**src/rtl/vending_credit_ctrl.sv**
```systemverilog
`default_nettype none
// +-----------------------------------------------------------------------------+
// | Module   : vending_credit_ctrl                                              |
// | Brief    : Coin credit accumulator with vend pulse and greedy change refund. |
// |            Define VEND_DOLLAR_EN to accept dl_in as 20 units.                |
// | Revision : 1.0 - initial release                                            |
// +-----------------------------------------------------------------------------+
module vending_credit_ctrl #(
  parameter int PRICE    = 15,
  parameter int CREDIT_W = 6
) (
  input  logic                clk,
  input  logic                rst,
  input  logic                n_in,
  input  logic                d_in,
  input  logic                q_in,
  input  logic                dl_in,
  input  logic                cancel,
  input  logic                chg_ready,
  output logic                dispense,
  output logic                chg_valid,
  output logic [1:0]          chg_coin,
  output logic                coin_reject,
  output logic [CREDIT_W-1:0] credit
);

  typedef enum logic [1:0] {
    ST_IDLE   = 2'd0,
    ST_VEND   = 2'd1,
    ST_CHANGE = 2'd2
  } state_t;

  localparam logic [CREDIT_W:0] C_MAX   = {1'b0, {CREDIT_W{1'b1}}};
  localparam logic [CREDIT_W:0] C_PRICE = (CREDIT_W+1)'(PRICE);

  state_t              state_q, state_d;
  logic [CREDIT_W-1:0] credit_q, credit_d;
  logic                reject_q, reject_d;

  logic [2:0]          w_cnt;
  logic                w_any;
  logic                w_multi;
  logic                w_dl_blocked;
  logic [4:0]          w_val;
  logic [CREDIT_W:0]   w_sum;
  logic [CREDIT_W-1:0] w_chg_val;
  logic [CREDIT_W-1:0] w_chg_left;
  logic [1:0]          w_chg_code;

  assign w_cnt   = {2'b00, n_in} + {2'b00, d_in} + {2'b00, q_in} + {2'b00, dl_in};
  assign w_any   = (w_cnt != 3'd0);
  assign w_multi = (w_cnt > 3'd1);

`ifdef VEND_DOLLAR_EN
  assign w_dl_blocked = 1'b0;
`else
  assign w_dl_blocked = dl_in;
`endif

  assign w_val = n_in ? 5'd1 : d_in ? 5'd2 : q_in ? 5'd5 : 5'd20;
  assign w_sum = {1'b0, credit_q} + {{(CREDIT_W-4){1'b0}}, w_val};

  // Greedy refund: largest returnable coin not exceeding the remaining credit.
  always_comb begin
    if (credit_q >= CREDIT_W'(5)) begin
      w_chg_val  = CREDIT_W'(5);
      w_chg_code = 2'b11;
    end else if (credit_q >= CREDIT_W'(2)) begin
      w_chg_val  = CREDIT_W'(2);
      w_chg_code = 2'b10;
    end else begin
      w_chg_val  = CREDIT_W'(1);
      w_chg_code = 2'b01;
    end
  end

  assign w_chg_left = credit_q - w_chg_val;

  always_comb begin
    state_d  = state_q;
    credit_d = credit_q;
    reject_d = 1'b0;
    case (state_q)
      ST_IDLE: begin
        if (cancel) begin
          reject_d = w_any;
          if (credit_q != '0) state_d = ST_CHANGE;
        end else if (w_multi || w_dl_blocked) begin
          reject_d = 1'b1;
        end else if (w_any) begin
          if (w_sum > C_MAX) begin
            reject_d = 1'b1;
          end else if (w_sum >= C_PRICE) begin
            credit_d = CREDIT_W'(w_sum - C_PRICE);
            state_d  = ST_VEND;
          end else begin
            credit_d = w_sum[CREDIT_W-1:0];
          end
        end
      end
      ST_VEND: begin
        reject_d = w_any;
        state_d  = (credit_q != '0) ? ST_CHANGE : ST_IDLE;
      end
      ST_CHANGE: begin
        reject_d = w_any;
        if (chg_ready) begin
          credit_d = w_chg_left;
          if (w_chg_left == '0) state_d = ST_IDLE;
        end
      end
      default: state_d = ST_IDLE;
    endcase
  end

  always_ff @(posedge clk or posedge rst) begin
    if (rst) begin
      state_q  <= ST_IDLE;
      credit_q <= '0;
      reject_q <= 1'b0;
    end else begin
      state_q  <= state_d;
      credit_q <= credit_d;
      reject_q <= reject_d;
    end
  end

  assign dispense    = (state_q == ST_VEND);
  assign chg_valid   = (state_q == ST_CHANGE);
  assign chg_coin    = chg_valid ? w_chg_code : 2'b00;
  assign coin_reject = reject_q;
  assign credit      = credit_q;

endmodule
`default_nettype wire

```
**config.mk**
```make
export PLATFORM = sky130hd
export DESIGN_NAME = vending_credit_ctrl
export DESIGN_NICKNAME = d
export VERILOG_FILES = /design/src/rtl/vending_credit_ctrl.sv
export SDC_FILE = /design/constraint.sdc
export NUM_CORES = 1
export LEC_CHECK = 0
export ABC_AREA = 1
export CAP_MARGIN = 20
export CORE_AREA = 2 2 66 68
export DETAILED_ROUTE_END_ITERATION = 16
export DIE_AREA = 0 0 68 70
export GPL_ROUTABILITY_DRIVEN = 0
export PLACE_DENSITY = 0.65
export SKIP_CTS_REPAIR_TIMING = 1
export SYNTH_ARGS = -nofsm -noshare
export SYNTH_HDL_FRONTEND = slang
export SYNTH_SLANG_ARGS = --single-unit
```
**constraint.sdc**
```tcl
create_clock -name clk -period 2.84 [get_ports clk]
set_input_delay 0.71 -clock clk [delete_from_list [all_inputs] [get_ports clk]]
set_output_delay 0.71 -clock clk [all_outputs]
set_load 0.1 [all_outputs]
```
# After elaboration in Yosys (flattened, before gate mapping)
# Index checks and enable logic that the tools add are counted.
classes:
  addsub: 6
  n_lt_le_gt_ge: 5
  eq_ne: 13
  n_mux: 30
  reduce_logical: 9
op_table:
  columns: ["cell", "n"]
  rows:
  - ["$mux W6", 6]
  - ["$mux W2", 13]
  - ["$mux W5", 3]
  - ["$ne A3 B3 Y1 const B", 5]
  - ["$pmux W6 S2", 1]
  - ["$ne A2 B2 Y1 const B", 5]
  - ["$add A6 B5 Y7", 1]
  - ["$ge A7 B4 Y1 const B", 1]
  - ["$gt A7 B6 Y1 const B", 1]
  - ["$reduce_and A7 Y1", 1]
  - ["$ge A6 B2 Y1 const B", 1]
  - ["$ge A6 B3 Y1 const B", 1]
  - ["$logic_not A6 Y1", 1]
  - ["$pmux W2 S3", 1]
  - ["$reduce_and A6 Y1", 1]
  - ["$reduce_bool A6 Y1", 1]
  - ["$sub A6 B4 Y6 const B", 1]
  - ["$sub A6 B6 Y6", 1]
  - ["$mux W1", 4]
  - ["$add A2 B1 Y3", 1]
  - ["$add A3 B1 Y3", 1]
  - ["$gt A3 B1 Y1 const B", 1]
  - ["$mux W3", 1]
  - ["$reduce_bool A3 Y1", 1]
  - ["9 further kinds", 9]
totals:
  ff_bits: 9
  output_inout_bits: 11
  elab_cells: 66

# Longest topological paths before layout
logic_depth:
  depth_word: 11
  depth_mapped: 19
  mapped_depth_nobuf: 19

# Worst setup path after synthesis
# Ideal clock, no wire load.
synth_path:
  path_kind: "register to output"
  startpoint: "reg state_q[0]"
  endpoint: "out chg_coin[0]"
  arrival_ns: 3.144
  required_ns: 2.130
  setup_slack_ns: -1.014
  path_stages_with_launch: 6
  cell_sequence: "dfrtp_1 inv_1 ha_1 buf_2 inv_2 a21oi_1"
synth_between:
  elab_chain_cells: 2
synth_lines:
  columns: ["item", "line", "text"]
  rows:
  - ["start, declared", "36", "state_t state_q, state_d;"]
  - ["start signal, assigned", "122", "state_q <= state_d;"]
  - ["$eq A2 B2 Y1", "129", "assign chg_valid = (state_q == ST_CHANGE);"]
  - ["net chg_valid", "21", "output logic chg_valid,"]
  - ["$mux W2", "130", "assign chg_coin = chg_valid ? w_chg_code : 2'b00;"]
  - ["end, declared", "22", "output logic [1:0] chg_coin,"]
# The timed path passes the listed nets, and every way through them passes these cells.

# Worst setup path after layout
layout_path:
  startpoint: "in n_in"
  endpoint: "reg credit_q[5] (netlist: credit[5])"
layout_between:
  elab_chain_cells: 9
  elab_cells_between_ends: 21
  cone_classes: "5 x add/sub; 3 x order compare; 3 x eq/ne; 7 x mux; 3 x reduce/logical"
layout_lines:
  columns: ["item", "line", "text"]
  rows:
  - ["start, declared", "14", "input logic n_in,"]
  - ["$mux W5", "60", "assign w_val = n_in ? 5'd1 : d_in ? 5'd2 : q_in ? 5'd5 : 5'd20;"]
  - ["$add A6 B5 Y7", "61", "assign w_sum = {1'b0, credit_q} + {{(CREDIT_W-4){1'b0}}, w_val};"]
  - ["$sub A6 B4 Y6 or $ge A7 B4 Y1 (tied branches)", "94, 93", null]
  - ["$mux W6", "93", "end else if (w_sum >= C_PRICE) begin"]
  - ["$mux W6", "91", "if (w_sum > C_MAX) begin"]
  - ["$mux W6", "90", "end else if (w_any) begin"]
  - ["$mux W6", "88", "end else if (w_multi || w_dl_blocked) begin"]
  - ["$mux W6", "85", "if (cancel) begin"]
  - ["$pmux W6 S2", "83", "case (state_q)"]
  - ["end signal, assigned", "123", "credit_q <= credit_d;"]
  - ["end, declared", "37", "logic [CREDIT_W-1:0] credit_q, credit_d;"]
# Several ways; a longest one is shown, not always the timed one. The select of a mux whose other input is x is not followed.
# A chain may end at the register's enable or synchronous reset.

==> flow_summary.yaml <==
yosys:
  yosys.area.top_type: "nand2_1"
  synth.cell_area_um2: 1380
  ys_seq_area_frac: 0.163
  ys_ff_latch: 9
  synth_cells: 214
  synth_top_area_share: 0.195
  synth_nets: 243
  yosys_warnings: 0
  synth_cell_types: 31
  synth_area_leaders: "nand2_1 20%, dfrtp_1 16%, ha_1 16%"
  synth.avg_cell_area_um2: 6.46
timing:
  grt_setup_unrepaired: "true"
  fin_skew_ns: 0.00338
  worst_pin_slew_ns: 0.340
  setup_viol: 0
  max_freq_mhz: 358
  fin_crit_ns: 2.80
  drv_slew: 0
  slew_headroom: 0.773
  hold_violations: 0
  period_share: 0.985
cts:
  path_clk_slew_ns: 0.04
  worstSkewPairLatency_ns: 0.23
  htree_levels: 1
  cts.sinks: 9
  root_buffer: "clkbuf_8"
  cts_tree: "built"
  clock_path_buffers: 2
  cts_buffers: 3
layout:
  drive_above_1_share: 0.343
  fill_cells: 422
  post-route-util: 0.482
  mostFrequentLayoutCells: "67 x nand2_1, 39 x buf_4, 30 x inv_1"
  num-nets-final: 295
  synthToLayoutAreaGrowth_pct: 44.3
  fin_cells: 317
  num_antenna_cells: 0
  layout_commonest_cell: "nand2_1"
setup_path:
  max_stage_delay_ns: 0.53
  cp.required_ns: 3.01
  slowest_stage: "fa_1"
  r2r-start: "credit[5]"
  setup.worst_path.start_class: "input pin"
  path_class: "input pin to register"
  crit_chain: "buf_8 > inv_4 > fa_1 > inv_1 > ha_2 > inv_2 > ha_4 > or3b_4 > a21oi_4 > nand4_4 > a21oi_4 > nand2_1 > nand2_1"
  critPathMaxFanout: 6
  endpoint_kind: "register"
  critPathArrivalTime_ns: 2.96
  rr_endpoint: "state_q[0]"
  r2r_slack_ns: 0.18
  r2r_cells: 14
min_path:
  hp-class: "register to register"
  hold_end: "state_q[1]"
  hold_start: "state_q[1]"
  holdPathStages: 2
global_route:
  grt_max_degree: 11
  antenna_found_initial: 0
  grtUsageTotal: 0.149
  grt-ovfl-total: 0
  grt_pass1_wl_um: 5600
  grt_pass1_vias: 1349
drt:
  drt-total-wl_um: 3310
  drtPass1Iterations: 4
  vias: 1425
  drtAntennaViolNets: 0
  first_iter_violations: 35
  drt_drc_violations_left: 0
  via_per_inst: 4.50
  drt-wirelength-per-cell_um: 10.5
die:
  row_count: 24
  die_x_um: 68
  die_y_um: 70
  initial_core_util: 0.334
  ios: 19
  coreArea_um2: 4140
  die_area_um2: 4760
place:
  placed_cells: 309
  io_buffers: 18
  hpwl_um: 2700
job:
  max_cap_violations: 0
run_status:
  status: "complete, no violations"
-- area by class of cell --
type / instances / area (um^2) / share of cell area
Clock buffer: 4 / 45.0 / 0.0226
Inverter: 37 / 141 / 0.0708
Multi-Input combinational cell: 167 / 1110 / 0.555
Sequential cell: 9 / 238 / 0.119
Tap cell: 52 / 65.1 / 0.0326
Timing Repair Buffer: 48 / 398 / 0.199
-- stage by stage --
step / worst slack, ns / TNS, ns / hold slack [ns] / area (um^2)
detailed placement: -0.642 / -5.46 / 0.554 / 1840
global route: -0.0673 / -0.319 / 0.609 / 2000
floorplan: 0.00924 / 0 / 0.528 / 1420
finish: 0.0428 / 0 / 0.580 / 2000
global placement: -0.602 / -5.07 / 0.545 / 1840
CTS: -0.399 / -3.26 / 0.565 / 1880
-- Yosys cell counts, drive strengths merged --
master	number
dfrtp	9
a21boi	2
or2	1
xor2	5
fa	3
nor3	4
nand3	20
nand3b	2
nor2	13
or3b	1
o21bai	1
buf	1
ha	18
o21ai	5
nand2	80
a21oi	6
xnor2	2
nand4	2
o21a	1
inv	37
and2	1
-- routing by layer --
layer,vias to the layer above,share of wire,global-route usage
li1,768,-,-
met1,634,0.47,0.196
met2,21,0.49,0.254
met3,2,0.028,0.0290
met4,0,0.0088,0.0244
met5,-,0,0
-- critical path: cells and delay by family --
kind            cells  cell delay (ns)
compound gates      2             0.42
buf+inv             4             0.22
fa+ha+maj           3             0.91
simple gates        4             0.70
-- how the worst max path moves through the flow --
stage | slack, ns | startpoint | endpoint
after floorplan | 0.009 | d_in | credit[1]
after global placement | -0.60 | n_in | credit[2]
after detailed placement | -0.64 | d_in | credit[3]
after CTS | -0.40 | d_in | credit[5]
after global routing | -0.07 | n_in | credit[5]
final | 0.04 | n_in | credit[5]
-- registers in the layout, summed over array words and instances, names as in the netlist --
signal / cells
coin_reject: 1
state_q: 2
credit: 6
-- cell families after synthesis --
kind of cell | share of synthesized area
xor gates and xnor gates | 0.0443
and+or+nand+nor | 0.410
DFF | 0.163
AOI/OAI and AO/OA | 0.0724
adders and majority gates | 0.206
buffers and inverters | 0.104
Power is left out: the tool's default activity adds up to more than one toggle a clock period on the data nets, which glitch-free logic cannot reach.
